**src/rtl/subservient_dbg_loader_if.sv**
```systemverilog
// Byte-stream, control/status and debug Wishbone signals of the firmware loader.
// The master modport is the loader; the slave modport is the front end / SoC side.
interface subservient_dbg_loader_if #(
    parameter int DW    = 32,
    parameter int AW    = 32,
    parameter int LEN_W = 16
);
    localparam int NB = DW / 8;

    logic             i_start;
    logic [AW-1:0]    i_base_adr;
    logic [LEN_W-1:0] i_len;
    logic [7:0]       i_byte;
    logic             i_byte_valid;
    logic             o_byte_ready;
    logic             o_debug_mode;
    logic [AW-1:0]    o_wb_adr;
    logic [DW-1:0]    o_wb_dat;
    logic [NB-1:0]    o_wb_sel;
    logic             o_wb_we;
    logic             o_wb_stb;
    logic [DW-1:0]    i_wb_rdt;
    logic             i_wb_ack;
    logic             o_busy;
    logic             o_done;
    logic             o_err;

    modport master (
        input  i_start, i_base_adr, i_len, i_byte, i_byte_valid, i_wb_rdt, i_wb_ack,
        output o_byte_ready, o_debug_mode, o_wb_adr, o_wb_dat, o_wb_sel, o_wb_we,
               o_wb_stb, o_busy, o_done, o_err
    );

    modport slave (
        output i_start, i_base_adr, i_len, i_byte, i_byte_valid, i_wb_rdt, i_wb_ack,
        input  o_byte_ready, o_debug_mode, o_wb_adr, o_wb_dat, o_wb_sel, o_wb_we,
               o_wb_stb, o_busy, o_done, o_err
    );
endinterface

```
**src/rtl/subservient_dbg_loader.sv**
```systemverilog
// Firmware loader: packs a byte stream little-endian into DW-bit words and writes them over
// the debug Wishbone port. Optional readback verify: define SUBSERVIENT_DBG_LOADER_READBACK_EN.
module subservient_dbg_loader #(
    parameter int DW      = 32,
    parameter int AW      = 32,
    parameter int LEN_W   = 16,
    parameter int SETTLE  = 10,
    parameter int TIMEOUT = 255
) (
    input logic                     i_clk,
    input logic                     i_rst,
    subservient_dbg_loader_if.master bus
);
    localparam int NB       = DW / 8;
    localparam int KW       = (NB > 1) ? $clog2(NB) : 1;
    localparam int SW       = (SETTLE > 0) ? $clog2(SETTLE + 1) : 1;
    localparam int TW       = (TIMEOUT > 1) ? $clog2(TIMEOUT) : 1;
    localparam int TMO_LAST = (TIMEOUT > 0) ? TIMEOUT - 1 : 0;
    localparam bit TMO_EN   = (TIMEOUT != 0);

`ifdef SUBSERVIENT_DBG_LOADER_READBACK_EN
    typedef enum logic [2:0] {ST_IDLE, ST_PRE, ST_COLLECT, ST_WRITE, ST_VERIFY, ST_POST} state_t;
`else
    typedef enum logic [2:0] {ST_IDLE, ST_PRE, ST_COLLECT, ST_WRITE, ST_POST} state_t;
`endif

    state_t           state_reg;
    logic [SW-1:0]    settle_reg;
    logic [TW-1:0]    tmo_reg;
    logic [LEN_W-1:0] left_reg;
    logic [KW-1:0]    lane_reg;
    logic [DW-1:0]    word_reg;
    logic [AW-1:0]    adr_reg;
    logic [DW-1:0]    dat_reg;
    logic [NB-1:0]    sel_reg;
    logic             stb_reg;
    logic             we_reg;
    logic             ready_reg;
    logic             debug_reg;
    logic             busy_reg;
    logic             done_reg;
    logic             err_reg;

    logic             accept;
    logic             last_of_word;
    logic             last_of_len;
    logic             tmo_hit;
    logic [DW-1:0]    word_next;

    assign accept       = ready_reg & bus.i_byte_valid;
    assign last_of_word = (lane_reg == KW'(NB - 1));
    assign last_of_len  = (left_reg == LEN_W'(1));
    assign tmo_hit      = TMO_EN && (tmo_reg == TW'(TMO_LAST));

    // Byte k of a word lands in lane k; untouched lanes keep their (initially zero) value
    for (genvar gi = 0; gi < NB; gi++) begin : g_lane
        assign word_next[8*gi +: 8] = (accept && (lane_reg == KW'(gi))) ? bus.i_byte
                                                                         : word_reg[8*gi +: 8];
    end

`ifndef SUBSERVIENT_DBG_LOADER_READBACK_EN
    logic unused_rdt;
    assign unused_rdt = ^bus.i_wb_rdt;
`endif

    always_ff @(posedge i_clk or posedge i_rst) begin
        if (i_rst) begin
            state_reg  <= ST_IDLE;
            settle_reg <= '0;
            tmo_reg    <= '0;
            left_reg   <= '0;
            lane_reg   <= '0;
            word_reg   <= '0;
            adr_reg    <= '0;
            dat_reg    <= '0;
            sel_reg    <= '0;
            stb_reg    <= 1'b0;
            we_reg     <= 1'b0;
            ready_reg  <= 1'b0;
            debug_reg  <= 1'b0;
            busy_reg   <= 1'b0;
            done_reg   <= 1'b0;
            err_reg    <= 1'b0;
        end else begin
            done_reg <= 1'b0;
            case (state_reg)
                ST_IDLE: begin
                    if (bus.i_start) begin
                        adr_reg    <= bus.i_base_adr;
                        left_reg   <= bus.i_len;
                        err_reg    <= 1'b0;
                        busy_reg   <= 1'b1;
                        debug_reg  <= 1'b1;
                        settle_reg <= '0;
                        state_reg  <= ST_PRE;
                    end
                end
                ST_PRE: begin
                    if (settle_reg == SW'(SETTLE - 1)) begin
                        settle_reg <= '0;
                        if (left_reg == '0) begin
                            state_reg <= ST_POST;
                        end else begin
                            state_reg <= ST_COLLECT;
                            ready_reg <= 1'b1;
                            lane_reg  <= '0;
                            word_reg  <= '0;
                        end
                    end else begin
                        settle_reg <= settle_reg + SW'(1);
                    end
                end
                ST_COLLECT: begin
                    if (accept) begin
                        word_reg <= word_next;
                        left_reg <= left_reg - LEN_W'(1);
                        lane_reg <= lane_reg + KW'(1);
                        if (last_of_word || last_of_len) begin
                            ready_reg <= 1'b0;
                            dat_reg   <= word_next;
                            stb_reg   <= 1'b1;
                            we_reg    <= 1'b1;
                            sel_reg   <= '1;
                            tmo_reg   <= '0;
                            state_reg <= ST_WRITE;
                        end
                    end
                end
                ST_WRITE: begin
                    // Ack takes priority, so an ack in the last allowed cycle still completes
                    if (bus.i_wb_ack) begin
                        stb_reg <= 1'b0;
                        we_reg  <= 1'b0;
                        sel_reg <= '0;
`ifdef SUBSERVIENT_DBG_LOADER_READBACK_EN
                        state_reg <= ST_VERIFY;
`else
                        if (left_reg != '0) begin
                            state_reg <= ST_COLLECT;
                            ready_reg <= 1'b1;
                            lane_reg  <= '0;
                            word_reg  <= '0;
                            adr_reg   <= adr_reg + AW'(NB);
                        end else begin
                            state_reg  <= ST_POST;
                            settle_reg <= '0;
                        end
`endif
                    end else if (tmo_hit) begin
                        stb_reg    <= 1'b0;
                        we_reg     <= 1'b0;
                        sel_reg    <= '0;
                        err_reg    <= 1'b1;
                        settle_reg <= '0;
                        state_reg  <= ST_POST;
                    end else begin
                        tmo_reg <= tmo_reg + TW'(1);
                    end
                end
`ifdef SUBSERVIENT_DBG_LOADER_READBACK_EN
                ST_VERIFY: begin
                    // One idle bus cycle separates the write from its readback
                    if (!stb_reg) begin
                        stb_reg <= 1'b1;
                        we_reg  <= 1'b0;
                        sel_reg <= '1;
                        tmo_reg <= '0;
                    end else if (bus.i_wb_ack) begin
                        stb_reg <= 1'b0;
                        sel_reg <= '0;
                        if (bus.i_wb_rdt != dat_reg) begin
                            err_reg <= 1'b1;
                        end
                        if (left_reg != '0) begin
                            state_reg <= ST_COLLECT;
                            ready_reg <= 1'b1;
                            lane_reg  <= '0;
                            word_reg  <= '0;
                            adr_reg   <= adr_reg + AW'(NB);
                        end else begin
                            state_reg  <= ST_POST;
                            settle_reg <= '0;
                        end
                    end else if (tmo_hit) begin
                        stb_reg    <= 1'b0;
                        sel_reg    <= '0;
                        err_reg    <= 1'b1;
                        settle_reg <= '0;
                        state_reg  <= ST_POST;
                    end else begin
                        tmo_reg <= tmo_reg + TW'(1);
                    end
                end
`endif
                ST_POST: begin
                    // Runs SETTLE+1 cycles so debug mode spans 2*SETTLE+1 cycles on an empty load
                    if (settle_reg == SW'(SETTLE)) begin
                        debug_reg <= 1'b0;
                        busy_reg  <= 1'b0;
                        done_reg  <= 1'b1;
                        state_reg <= ST_IDLE;
                    end else begin
                        settle_reg <= settle_reg + SW'(1);
                    end
                end
                default: begin
                    state_reg <= ST_IDLE;
                end
            endcase
        end
    end

    assign bus.o_byte_ready = ready_reg;
    assign bus.o_debug_mode = debug_reg;
    assign bus.o_wb_adr     = adr_reg;
    assign bus.o_wb_dat     = dat_reg;
    assign bus.o_wb_sel     = sel_reg;
    assign bus.o_wb_we      = we_reg;
    assign bus.o_wb_stb     = stb_reg;
    assign bus.o_busy       = busy_reg;
    assign bus.o_done       = done_reg;
    assign bus.o_err        = err_reg;
endmodule

```
**src/flat_wrapper.sv**
```systemverilog
// flat-port wrapper written by rule: the top's interface ports become plain ports
module subservient_dbg_loader_flat 
#(
    parameter int DW      = 32,
    parameter int AW      = 32,
    parameter int LEN_W   = 16,
    parameter int SETTLE  = 10,
    parameter int TIMEOUT = 255
)
  (i_clk, i_rst, bus_i_start, bus_i_base_adr, bus_i_len, bus_i_byte, bus_i_byte_valid, bus_i_wb_rdt, bus_i_wb_ack, bus_o_byte_ready, bus_o_debug_mode, bus_o_wb_adr, bus_o_wb_dat, bus_o_wb_sel, bus_o_wb_we, bus_o_wb_stb, bus_o_busy, bus_o_done, bus_o_err);
  subservient_dbg_loader_if #(.DW(DW), .AW(AW), .LEN_W(LEN_W)) bus_i ();
  input logic i_clk;
  input logic i_rst;
  input wire logic [$bits(bus_i.i_start)-1:0] bus_i_start;
  input wire logic [$bits(bus_i.i_base_adr)-1:0] bus_i_base_adr;
  input wire logic [$bits(bus_i.i_len)-1:0] bus_i_len;
  input wire logic [$bits(bus_i.i_byte)-1:0] bus_i_byte;
  input wire logic [$bits(bus_i.i_byte_valid)-1:0] bus_i_byte_valid;
  input wire logic [$bits(bus_i.i_wb_rdt)-1:0] bus_i_wb_rdt;
  input wire logic [$bits(bus_i.i_wb_ack)-1:0] bus_i_wb_ack;
  output wire logic [$bits(bus_i.o_byte_ready)-1:0] bus_o_byte_ready;
  output wire logic [$bits(bus_i.o_debug_mode)-1:0] bus_o_debug_mode;
  output wire logic [$bits(bus_i.o_wb_adr)-1:0] bus_o_wb_adr;
  output wire logic [$bits(bus_i.o_wb_dat)-1:0] bus_o_wb_dat;
  output wire logic [$bits(bus_i.o_wb_sel)-1:0] bus_o_wb_sel;
  output wire logic [$bits(bus_i.o_wb_we)-1:0] bus_o_wb_we;
  output wire logic [$bits(bus_i.o_wb_stb)-1:0] bus_o_wb_stb;
  output wire logic [$bits(bus_i.o_busy)-1:0] bus_o_busy;
  output wire logic [$bits(bus_i.o_done)-1:0] bus_o_done;
  output wire logic [$bits(bus_i.o_err)-1:0] bus_o_err;
  assign bus_i.i_start = bus_i_start;
  assign bus_i.i_base_adr = bus_i_base_adr;
  assign bus_i.i_len = bus_i_len;
  assign bus_i.i_byte = bus_i_byte;
  assign bus_i.i_byte_valid = bus_i_byte_valid;
  assign bus_i.i_wb_rdt = bus_i_wb_rdt;
  assign bus_i.i_wb_ack = bus_i_wb_ack;
  assign bus_o_byte_ready = bus_i.o_byte_ready;
  assign bus_o_debug_mode = bus_i.o_debug_mode;
  assign bus_o_wb_adr = bus_i.o_wb_adr;
  assign bus_o_wb_dat = bus_i.o_wb_dat;
  assign bus_o_wb_sel = bus_i.o_wb_sel;
  assign bus_o_wb_we = bus_i.o_wb_we;
  assign bus_o_wb_stb = bus_i.o_wb_stb;
  assign bus_o_busy = bus_i.o_busy;
  assign bus_o_done = bus_i.o_done;
  assign bus_o_err = bus_i.o_err;
  subservient_dbg_loader #(.DW(DW), .AW(AW), .LEN_W(LEN_W), .SETTLE(SETTLE), .TIMEOUT(TIMEOUT)) u_core (.i_clk(i_clk), .i_rst(i_rst), .bus(bus_i));
endmodule
```
**config.mk**
```make
export PLATFORM = sky130hd
export DESIGN_NAME = subservient_dbg_loader_flat
export DESIGN_NICKNAME = d
export VERILOG_FILES = /design/src/rtl/subservient_dbg_loader_if.sv /design/src/rtl/subservient_dbg_loader.sv /design/src/flat_wrapper.sv
export SDC_FILE = /design/constraint.sdc
export NUM_CORES = 1
export LEC_CHECK = 0
export CAP_MARGIN = 20
export CORE_ASPECT_RATIO = 0.8
export CORE_MARGIN = 3
export CORE_UTILIZATION = 40
export CTS_CLUSTER_DIAMETER = 60
export DETAILED_ROUTE_END_ITERATION = 10
export MAX_ROUTING_LAYER = met4
export PLACE_DENSITY = 0.77
export SLEW_MARGIN = 5
export SYNTH_ARGS = -nofsm -noshare
export SYNTH_HDL_FRONTEND = slang
export SYNTH_SLANG_ARGS = --single-unit
```
**constraint.sdc**
```tcl
create_clock -name i_clk -period 10.16 [get_ports i_clk]
set_clock_uncertainty 0.1 [all_clocks]
set_input_delay 1.016 -clock i_clk [delete_from_list [all_inputs] [get_ports i_clk]]
set_output_delay 1.016 -clock i_clk [all_outputs]
set_load 0.02 [all_outputs]
```
==> results.tsv, run 1 <==
stage	metric	value	unit
sta	Final Hold Vio Count	0	
run_status	status	completed	
cells_and_area	Reg area	3353	µm²
logic_synthesis	Post-synth ARST share	100.0	%
setup_path	reg-to-reg slack, setup	6.94	ns
route	DRC violations left	0	
cells_and_area	Layout fillers	1485	
floorplanning	Die Width	153.5	µm
power_and_ir_drop	Switching Share	40.05	%
power_and_ir_drop	Pleak	3.925	nW
setup_path	CP top delay family	simple AND/OR/NAND/NOR gates	
logic_synthesis	post-synth top area share	48.18	%
flow_run	Max Cap Viol	0	
clock_network	hold_buf cts	0	
route	WL/cell	16.98	µm
place	DP HPWL	12190	µm
route	DRT iter0 DRCs	574	
power_and_ir_drop	cell-internal power	1.627	mW
sta	final period utilization	31.73	%
clock_network	Clock Latency Late Sink	0.42	ns
clock_network	Root Driver	clkbuf_16	
floorplanning	num ports	168	
grt	first-pass GRT wire length	29670	µm
logic_synthesis	synthesized instance count	723	
clock_network	clock slew at reported path FFs	0.06	ns
setup_path	Worst R2R End	u_core.bus.o_wb_dat[18]$_DFFE_PP0P_	
logic_synthesis	Synth Warn #	0	
power_and_ir_drop	Clock power frac	23.7	%
logic_synthesis	average size of a mapped cell	9.625	µm²
sta	FMAX	310.2	MHz
sta	Final Max Tran Viols	0	
grt	vias in the first global route	5666	
place	Placer Congestion	0.8813	
floorplanning	Die ar.	19030	µm²
setup_path	Worst path slowest cell	or4_1	
logic_synthesis	Synth area leaders	dfrtp_1 (48%), a21oi_1 (5.5%), mux2i_1 (4.7%)	
logic_synthesis	Synthesized Nets	829	
floorplanning	effective utilization at floorplan	41.38	%
sta	RSZ-0062 raised after global routing	false	
clock_network	CTS max path bufs	2	
route	drt total wl	18170	µm
floorplanning	core area	16820	µm²
logic_synthesis	top_reg_cell synth	dfrtp_1	
route	vias	6139	
cells_and_area	Final Instance Area	9040	µm²
setup_path	Reg2Reg Launch Point	u_core.left_reg[8]$_DFFE_PP0P_	
clock_network	clk sinks	134	
sta	setup TNS	0	ns
logic_synthesis	Yosys reg bits	134	
logic_synthesis	post-synthesis cell area	6959	µm²
min_path	min-delay worst type	register to register	
logic_synthesis	register area share after synthesis	48.18	%
sta	Slew HR	38.45	%
grt	initial antenna violation count	0	
place	area post-placement	8409	µm²
clock_network	H-Tree Depth	4	
setup_path	Buf+Inv Stages, Crit Path	1	
cells_and_area	area delta synth->final	29.90	%
clock_network	CTS tree	yes	
min_path	Hold Path Cell Cnt	1	
setup_path	crit path max fanout	50	
floorplanning	Die Height	124.0	µm
sta	Setup Viol. Count Final	0	
setup_path	max incr delay on CP	0.70	ns
power_and_ir_drop	P per Cell Area	300.1	nW/µm²
logic_synthesis	Synth cell types	63	
setup_path	Reg2Reg Depth	6	
power_and_ir_drop	Peak supply drop	143.9	µV
sta	fin crit period	3.224	ns
grt	largest net degree at the start of global routing	81	
cells_and_area	layout cells sized above 1	7.647	%
clock_network	Post-CTS Setup Bufs	0	
logic_synthesis	Post-synth EDFFs	0	
clock_network	post-CTS resize count	0	
cells_and_area	Multi-input gate area	3301	µm²
power_and_ir_drop	Gate power share	42.6	%
power_and_ir_drop	sequential share of power	33.6	%
setup_path	Arr. time, crit path	3.46	ns
sta	worst slew pin tran	0.9233	ns
cells_and_area	antenna diode count	0	
setup_path	startpoint types	register	
grt	total track usage	19.73	%
route	post-route ant nets	0	
logic_synthesis	cell taking the most area after synthesis	dfrtp_1	
place	PortBufs	135	
cells_and_area	final net count	943	
grt	GR Overflow Total	0	
route	vias per inst	5.737	
power_and_ir_drop	NetSw	1.087	mW
setup_path	CP Class	register to register	
min_path	Hold Crit Endpoint	u_core.word_reg[11]$_DFFE_PP0P_	
setup_path	CP cell instances	or4_1 -> o41ai_1 -> nor2b_4 -> buf_4 -> nor2_1 -> a21oi_1	
floorplanning	row cnt	42	
setup_path	CP required	10.40	ns
min_path	min-delay src	u_core.word_reg[11]$_DFFE_PP0P_	
clock_network	Inserted Clock Buffers	17	
route	first drt pass iteration count	5	
setup_path	Worst setup EP type	register	
-- layout by cell type (no fill, tap or decap), drive strengths merged, types with 4 or more instances in the layout --
master / count
a21o: 6
a21oi: 77
a22o: 36
a22oi: 6
a2bb2oi: 7
a31oi: 10
and2: 4
and3: 7
buf: 10
clkbuf: 20
clkdlybuf4s50: 135
clkinv: 4
dfrtp: 134
ha: 13
inv: 20
mux2: 4
mux2i: 33
nand2: 51
nand3: 28
nand4: 11
nor2: 75
nor2b: 4
nor3: 12
nor4: 7
o211ai: 4
o21a: 4
o21ai: 45
o22ai: 15
or4: 6
-- cells by family (layout without fill, tap and decap cells) --
group | after synthesis | after routing | synth area share [%]
XOR/XNOR | 6 | 6 | 0.7553
adder cells (fa/ha/maj) | 13 | 13 | 2.337
buffers and inverters | 68 | 195 | 4.585
flip-flops | 134 | 134 | 48.18
multiplexers | 37 | 37 | 5.394
AO/OA/AOI/OAI | 239 | 239 | 22.96
AND/OR/NAND/NOR | 226 | 226 | 15.79
-- Yosys cell counts (3+ instances only) --
cell type / count
dfrtp_1: 134
a21oi_1: 77
nor2_1: 75
nand2_1: 51
o21ai_0: 44
a22o_1: 36
mux2i_1: 33
nand3_1: 28
clkbuf_1: 19
inv_1: 17
o22ai_1: 15
ha_1: 13
buf_2: 12
nor3_1: 12
nand4_1: 11
buf_1: 10
a31oi_1: 9
a2bb2oi_1: 7
and3_1: 7
buf_4: 7
nor4_1: 7
a21o_1: 6
a22oi_1: 6
or4_1: 5
and2_1: 4
mux2_2: 4
nor2b_1: 4
o211ai_1: 4
o21a_1: 4
a32oi_1: 3
buf_6: 3
nor3b_1: 3
o2bb2ai_1: 3
o31ai_1: 3
or2_2: 3
xnor2_1: 3
xor2_1: 3
-- area by class of cell --
type	count	share of cell area (%)
multi-input combinational	521	36.51
inverter	17	0.7612
clock inverter	13	1.882
tap	220	3.045
timing repair buffer	146	15.81
sequential	134	37.09
clock buffer	19	4.900
-- per-layer routing --
metal | up-vias | global-route usage [%] | routed length (µm)
met3 | 16 | 4.168 | 1161
li1 | 2900 | - | -
met1 | 2988 | 28.94 | 8789
met4 | 0 | 4.744 | 159
met5 | - | - | 0
met2 | 235 | 28.14 | 8061
-- power groups by stage --
stage	Clock [mW]	Sequential, mW	Combinational, mW
6_report	0.644	0.913	1.16
5_1_grt	0.674	0.945	1.27
4_1_cts	0.653	0.908	1.15
3_5_place_dp	0	0.915	1.15
3_3_place_gp	0	0.908	1.12
2_1_floorplan	0	0.984	0.683
-- worst reg2reg max path: cells and delay by family (launching register included) --
family	cells	cell delay, ns
compound gates	2	0.72
buf+inv	1	0.51
flops	1	0.45
simple gates	3	1.36
-- how the worst max path moves through the flow --
stage	start	to	slack (ns)	cells past startpoint
finish	u_core.left_reg[8]$_DFFE_PP0P_	u_core.bus.o_wb_dat[18]$_DFFE_PP0P_	6.94	6
global route	u_core.left_reg[8]$_DFFE_PP0P_	u_core.bus.o_wb_dat[27]$_DFFE_PP0P_	6.72	6
CTS	u_core.left_reg[8]$_DFFE_PP0P_	u_core.bus.o_wb_dat[27]$_DFFE_PP0P_	6.92	6
detailed placement	bus_i_start	u_core.left_reg[15]$_DFFE_PP0P_	6.50	5
global placement	bus_i_start	u_core.left_reg[6]$_DFFE_PP0P_	6.56	5
floorplan	i_rst	u_core.bus.o_byte_ready$_DFFE_PP0P_	5.46	1
-- stage by stage --
stage          utilization, %  setup WS [ns]  std cells  hold WS (ns)  total power [mW]
6_report                53.76          6.936       1070        0.3950             2.713
5_1_grt                 53.76          6.721       1070        0.4121             2.890
4_1_cts                 53.65          6.920       1067        0.4025             2.714
3_5_place_dp            50.01          6.505       1035        0.3813             2.062
3_3_place_gp            50.01          6.560       1035        0.3826             2.030
2_1_floorplan               -          5.461        723        0.3656             1.667
No activity file was read; power rests on OpenSTA's default activity.
==> run 2: changes to the inputs <==
==> constraint.sdc (replaced) <==
create_clock -name i_clk -period 3.2 [get_ports i_clk]
set_clock_uncertainty 0.1 [all_clocks]
set_input_delay 0.32 -clock i_clk [delete_from_list [all_inputs] [get_ports i_clk]]
set_output_delay 0.32 -clock i_clk [all_outputs]
set_load 0.02 [all_outputs]
==> run 2 against run 1 <==
Register-to-register slack worse by 6.6 ns; final cell count is 0.47% higher; sequential share of layout area is 0.10 points lower; critical path depth stayed put; combinational power grew to 3.2 times the previous value.
==> results.tsv, run 2 (synthesized netlist as in run 1, its figures left out) <==
stage	metric	value	unit	change
grt	first-pass GRT wire length	28430	µm	-4.2%
power_and_ir_drop	Peak supply drop	424.0	µV	+190%
cells_and_area	final net count	948		+0.53%
power_and_ir_drop	sequential share of power	33.9	%	+0.3 points
setup_path	Buf+Inv Stages, Crit Path	1		unchanged
place	PortBufs	135		unchanged
sta	RSZ-0062 raised after global routing	false		
sta	worst slew pin tran	0.7977	ns	-0.1257 ns
floorplanning	Die Height	124.0	µm	unchanged
floorplanning	num ports	168		unchanged
floorplanning	row cnt	42		unchanged
floorplanning	Die Width	153.5	µm	unchanged
sta	Setup Viol. Count Final	0		unchanged
clock_network	CTS tree	yes		
setup_path	crit path max fanout	50		unchanged
power_and_ir_drop	Gate power share	43.3	%	+0.7 points
grt	met1 Track Usage GR	27.59	%	-1.3 points
setup_path	Worst path slowest cell	or4_1		
power_and_ir_drop	cell-internal power	5.051	mW	+210%
power_and_ir_drop	Tot Pwr	8.563	mW	+220%
clock_network	H-Tree Depth	4		unchanged
setup_path	max incr delay on CP	0.71	ns	about the same
route	vias per inst	5.668		-1.2%
setup_path	CP cell instances	or4_1 -> o41ai_1 -> nor2b_4 -> buf_4 -> nor2_1 -> a21oi_1		
floorplanning	Die ar.	19030	µm²	unchanged
setup_path	reg-to-reg slack, setup	0.38	ns	-6.55 ns
clock_network	clock slew at reported path FFs	0.06	ns	about the same
cells_and_area	layout cells sized above 1	8.304	%	+0.66 points
sta	FMAX	354.9	MHz	+14%
grt	largest net degree at the start of global routing	135		+67%
clock_network	CTS max path bufs	2		unchanged
setup_path	Critical Path Stages	6		unchanged
cells_and_area	most frequent cells in the layout	clkdlybuf4s50_1 (135), dfrtp_1 (134), a21oi_1 (77), nor2_1 (75), nand2_1 (51)		
place	DP HPWL	11950	µm	-2.0%
grt	initial antenna violation count	0		unchanged
clock_network	post-CTS resize count	0		unchanged
setup_path	Worst R2R End	u_core.bus.o_wb_dat[10]$_DFFE_PP0P_		
clock_network	hold_buf cts	0		unchanged
clock_network	Clock Latency Late Sink	0.43	ns	about the same
sta	final period utilization	88.04	%	+56 points
setup_path	Arr. time, crit path	3.07	ns	-0.39 ns
sta	setup TNS	0	ns	unchanged
power_and_ir_drop	Clock power frac	22.8	%	-0.9 points
setup_path	Reg2Reg Depth	6		unchanged
route	WL/cell	16.59	µm	-2.3%
sta	Final Worst Setup Slack	0.3826	ns	-6.554 ns
floorplanning	effective utilization at floorplan	41.38	%	unchanged
route	DRC violations left	0		unchanged
min_path	min-delay worst type	input port to register		
clock_network	Inserted Clock Buffers	17		unchanged
setup_path	startpoint types	register		
setup_path	CP Launch Point	u_core.left_reg[8]$_DFFE_PP0P_		
place	worst slack, placed	0.4343	ns	-6.070 ns
grt	met2 Track Usage GR	26.27	%	-1.9 points
route	DRT iter0 DRCs	457		-20%
power_and_ir_drop	P per Cell Area	944.7	nW/µm²	+210%
setup_path	CP Class	register to register		
route	first drt pass iteration count	6		+1
setup_path	Worst setup EP type	register		
sta	Final Hold Vio Count	0		unchanged
grt	GR Overflow Total	0		unchanged
setup_path	Reg2Reg Launch Point	u_core.left_reg[8]$_DFFE_PP0P_		
grt	total track usage	19.05	%	-0.68 points
grt	grt met3 use	5.210	%	+1.0 points
route	drt total wl	17830	µm	-1.9%
grt	global route hottest layer	met1		
sta	fin crit period	2.817	ns	-0.4062 ns
power_and_ir_drop	Switching Share	41.01	%	+0.97 points
power_and_ir_drop	NetSw	3.512	mW	+220%
cells_and_area	area delta synth->final	30.26	%	
grt	vias in the first global route	5508		-2.8%
run_status	status	completed		
sta	Final Max Tran Viols	0		unchanged
cells_and_area	antenna diode count	0		unchanged
setup_path	CP top delay family	simple AND/OR/NAND/NOR gates		
floorplanning	core area	16820	µm²	unchanged
sta	Slew HR	46.82	%	+8.4 points
flow_run	Max Cap Viol	0		unchanged
setup_path	CP required	3.45	ns	-6.95 ns
place	Placer Congestion	0.8958		+1.6%
clock_network	clk sinks	134		unchanged
clock_network	Root Driver	clkbuf_16		
route	post-route ant nets	0		unchanged
cells_and_area	commonest non-fill, non-tap cell in the layout	clkdlybuf4s50_1		
clock_network	Post-CTS Setup Bufs	0		unchanged
route	vias	6093		-0.75%
power_and_ir_drop	Pleak	3.953	nW	+0.70%
setup_path	Critical Path End	u_core.bus.o_wb_dat[10]$_DFFE_PP0P_		
[run 2: changes by cell type in the layout (fill, tap and decap cells not counted), moves of 2 or more]
cell / before / now
clkinvlp_4: 3 / 1
bufinv_16: 3 / 1
buf_4: 9 / 15
inv_6: 4 / 7
inv_8: 0 / 4
[run 2: area by class of cell]
class	count	area (µm²)
fill	1507	7751
inverter	17	67.56
tap	220	275.3
sequential	134	3353
clock buffer	17	425.4
clock inverter	15	158.9
timing repair buffer	151	1484
multi-input combinational	521	3301
[run 2: stage by stage]
step / hold slack (ns) / cells / instance area, µm² / utilization [%]
final: 0.3594 / 1075 / 9065 / 53.91
after global routing: 0.3653 / 1075 / 9065 / 53.91
after CTS: 0.3414 / 1074 / 9057 / 53.86
after detailed placement: 0.3839 / 1042 / 8473 / 50.39
after global placement: 0.3825 / 1042 / 8473 / 50.39
after floorplan: 0.3527 / 723 / 6963 / -
[run 2: worst register-to-register path, stage by stage, from the launching register on]
cell	delay, ns
dfrtp_1	0.45
or4_1	0.71
o41ai_1	0.57
nor2b_4	0.25
buf_4	0.43
nor2_1	0.11
a21oi_1	0.13
[run 2: power groups by stage]
stage	clock, mW	sequential (mW)	combinational [mW]
6_report	1.95	2.90	3.71
5_1_grt	2.07	3.00	4.06
4_1_cts	2.00	2.89	3.70
3_5_place_dp	0	2.91	3.68
3_3_place_gp	0	2.89	3.60
2_1_floorplan	0	3.13	2.17
[run 2: worst min path at each step]
stage	from	endpoint	slack (ns)	cells after the start
final	bus_i_len[0]	u_core.left_reg[0]$_DFFE_PP0P_	0.36	3
after global routing	bus_i_len[0]	u_core.left_reg[0]$_DFFE_PP0P_	0.37	3
after CTS	bus_i_len[0]	u_core.left_reg[0]$_DFFE_PP0P_	0.34	3
after detailed placement	u_core.word_reg[16]$_DFFE_PP0P_	u_core.word_reg[16]$_DFFE_PP0P_	0.38	1
after global placement	u_core.word_reg[13]$_DFFE_PP0P_	u_core.word_reg[13]$_DFFE_PP0P_	0.38	1
after floorplan	bus_i_len[0]	u_core.left_reg[0]$_DFFE_PP0P_	0.35	2
[run 2: metal layers]
layer,share of wire (%),vias up
met5,0,-
met4,1.4,0
met3,6.6,23
met2,43,217
met1,49,2951
li1,-,2902
==> run 3: changes to the inputs <==
--- a/config.mk
+++ b/config.mk
@@ -5,7 +5,6 @@
 export SDC_FILE = /design/constraint.sdc
 export NUM_CORES = 1
 export LEC_CHECK = 0
-export CAP_MARGIN = 20
 export CORE_ASPECT_RATIO = 0.8
 export CORE_MARGIN = 3
 export CORE_UTILIZATION = 40
==> run 3 against run 2 <==
Sequential power is essentially flat; global-route usage is the same; clock power hardly changed; flip-flop and latch count did not move; critical path type unchanged; largest cell class unchanged.
==> results.tsv, run 3 (synthesized netlist as in run 1, its figures left out) <==
stage	metric	value	unit	change
floorplanning	Die Width	153.5	µm	unchanged
clock_network	H-Tree Depth	4		unchanged
sta	Setup Viol. Count Final	0		unchanged
grt	vias in the first global route	5508		unchanged
sta	setup TNS	0	ns	unchanged
cells_and_area	most frequent cells in the layout	clkdlybuf4s50_1 (135), dfrtp_1 (134), a21oi_1 (77), nor2_1 (75), nand2_1 (51)		
route	first drt pass iteration count	6		unchanged
route	DRT iter0 DRCs	414		-9.4%
setup_path	crit path max fanout	50		unchanged
sta	Hold Worst Slack	0.3579	ns	-0.001560 ns
route	DRC violations left	0		unchanged
clock_network	Clock Latency Late Sink	0.43	ns	about the same
setup_path	CP Class	register to register		
clock_network	post-CTS resize count	0		unchanged
grt	largest net degree at the start of global routing	135		unchanged
setup_path	CP required	3.45	ns	about the same
run_status	status	completed		
min_path	min-delay src	bus_i_len[0]		
flow_run	Max Cap Viol	0		unchanged
floorplanning	effective utilization at floorplan	41.38	%	unchanged
route	drt total wl	17770	µm	-0.35%
grt	GR Overflow Total	0		unchanged
place	Placer Congestion	0.8958		unchanged
floorplanning	row cnt	42		unchanged
clock_network	hold_buf cts	0		unchanged
clock_network	CTS max path bufs	2		unchanged
cells_and_area	antenna diode count	0		unchanged
cells_and_area	final net count	947		-0.11%
clock_network	Inserted Clock Buffers	17		unchanged
sta	worst slew pin tran	1.072	ns	+0.2748 ns
clock_network	Post-CTS Setup Bufs	0		unchanged
power_and_ir_drop	Tot Pwr	8.550	mW	-0.15%
clock_network	clk sinks	134		unchanged
cells_and_area	layout cells sized above 1	8.197	%	-0.11 points
route	vias	6111		+0.30%
setup_path	Worst setup EP type	register		
setup_path	Reg2Reg Depth	6		unchanged
setup_path	Arr. time, crit path	3.06	ns	about the same
setup_path	startpoint types	register		
power_and_ir_drop	Pleak	3.949	nW	-0.11%
setup_path	Worst R2R End	u_core.bus.o_wb_dat[10]$_DFFE_PP0P_		
floorplanning	num ports	168		unchanged
cells_and_area	Layout fillers	1507		unchanged
setup_path	reg-to-reg slack, setup	0.39	ns	about the same
power_and_ir_drop	Peak supply drop	424.9	µV	+0.21%
sta	Slew HR	28.50	%	-18 points
grt	total track usage	19.05	%	unchanged
grt	initial antenna violation count	0		unchanged
sta	final period utilization	87.89	%	-0.15 points
clock_network	Root Driver	clkbuf_16		
sta	fin crit period	2.813	ns	-0.004815 ns
floorplanning	core area	16820	µm²	unchanged
place	DP HPWL	11950	µm	unchanged
clock_network	clock slew at reported path FFs	0.06	ns	about the same
setup_path	Reg2Reg Launch Point	u_core.left_reg[8]$_DFFE_PP0P_		
grt	first-pass GRT wire length	28430	µm	unchanged
cells_and_area	commonest non-fill, non-tap cell in the layout	clkdlybuf4s50_1		
sta	FMAX	355.6	MHz	+0.17%
power_and_ir_drop	P per Cell Area	944.0	nW/µm²	about the same
cells_and_area	Layout Utilization	53.86	%	about the same
floorplanning	Die ar.	19030	µm²	unchanged
min_path	Hold Crit Endpoint	u_core.left_reg[0]$_DFFE_PP0P_		
route	post-route ant nets	0		unchanged
sta	Final Max Tran Viols	0		unchanged
route	vias per inst	5.690		+0.39%
cells_and_area	area delta synth->final	30.15	%	about the same
sta	Final Hold Vio Count	0		unchanged
clock_network	CTS tree	yes		
min_path	min-delay worst type	input port to register		
floorplanning	Die Height	124.0	µm	unchanged
route	WL/cell	16.54	µm	-0.26%
min_path	Hold Path Cell Cnt	3		unchanged
sta	RSZ-0062 raised after global routing	false		
place	PortBufs	135		unchanged
## run 3: cell types whose count changed in the layout (fill, tap and decap cells not counted)
| cell | before | now |
|---|---|---|
| buf_4 | 15 | 14 |
## run 3: cell type report
| class | instances | area [µm²] | area share, % |
|---|---|---|---|
| Sequential cell | 134 | 3353 | 37.02 |
| Multi-Input combinational cell | 521 | 3301 | 36.44 |
| Timing Repair Buffer | 150 | 1476 | 16.30 |
| Clock buffer | 17 | 425.4 | 4.697 |
| Tap cell | 220 | 275.3 | 3.039 |
| Clock inverter | 15 | 158.9 | 1.754 |
| Inverter | 17 | 67.56 | 0.7460 |
## run 3: worst max-delay path by stage
stage / startpoint / endpoint / cells after the start
after floorplan: u_core.left_reg[8]$_DFFE_PP0P_ / u_core.bus.o_wb_adr[22]$_DFFE_PP0P_ / 7
after global placement: u_core.left_reg[8]$_DFFE_PP0P_ / u_core.bus.o_wb_dat[15]$_DFFE_PP0P_ / 6
after detailed placement: u_core.left_reg[8]$_DFFE_PP0P_ / u_core.bus.o_wb_dat[10]$_DFFE_PP0P_ / 6
after CTS: u_core.left_reg[8]$_DFFE_PP0P_ / u_core.bus.o_wb_dat[14]$_DFFE_PP0P_ / 6
after global routing: u_core.left_reg[8]$_DFFE_PP0P_ / u_core.bus.o_wb_dat[18]$_DFFE_PP0P_ / 6
final: u_core.left_reg[8]$_DFFE_PP0P_ / u_core.bus.o_wb_dat[10]$_DFFE_PP0P_ / 6
## run 3: per-layer routing
metal / vias up / global-route usage, % / part of all wire (%)
li1: 2909 / - / -
met1: 2970 / 27.59 / 49
met2: 211 / 26.27 / 43
met3: 21 / 5.210 / 6.5
met4: 0 / 5.350 / 1.4
met5: - / - / 0
## run 3: power breakdown
| part | internal [mW] | switching [mW] |
|---|---|---|
| registers | 2.27 | 0.631 |
| logic | 1.66 | 2.03 |
| clock network | 1.11 | 0.852 |
| total | 5.04 | 3.51 |
## run 3: worst max-delay path: stages (launching register included)
cell and delay [ns]:
dfrtp_1 0.45, or4_1 0.71, o41ai_1 0.56, nor2b_4 0.25, buf_4 0.42, nor2_1 0.09
a21oi_1 0.13
## run 3: per-stage QoR
step	worst slack, ns	cells	cell area (µm²)
4_1_cts	0.3877	1074	9057
3_5_place_dp	0.4343	1042	8473
3_3_place_gp	0.4471	1042	8473
5_1_grt	0.2006	1074	9057
6_report	0.3875	1074	9057
2_1_floorplan	0.7385	723	6963
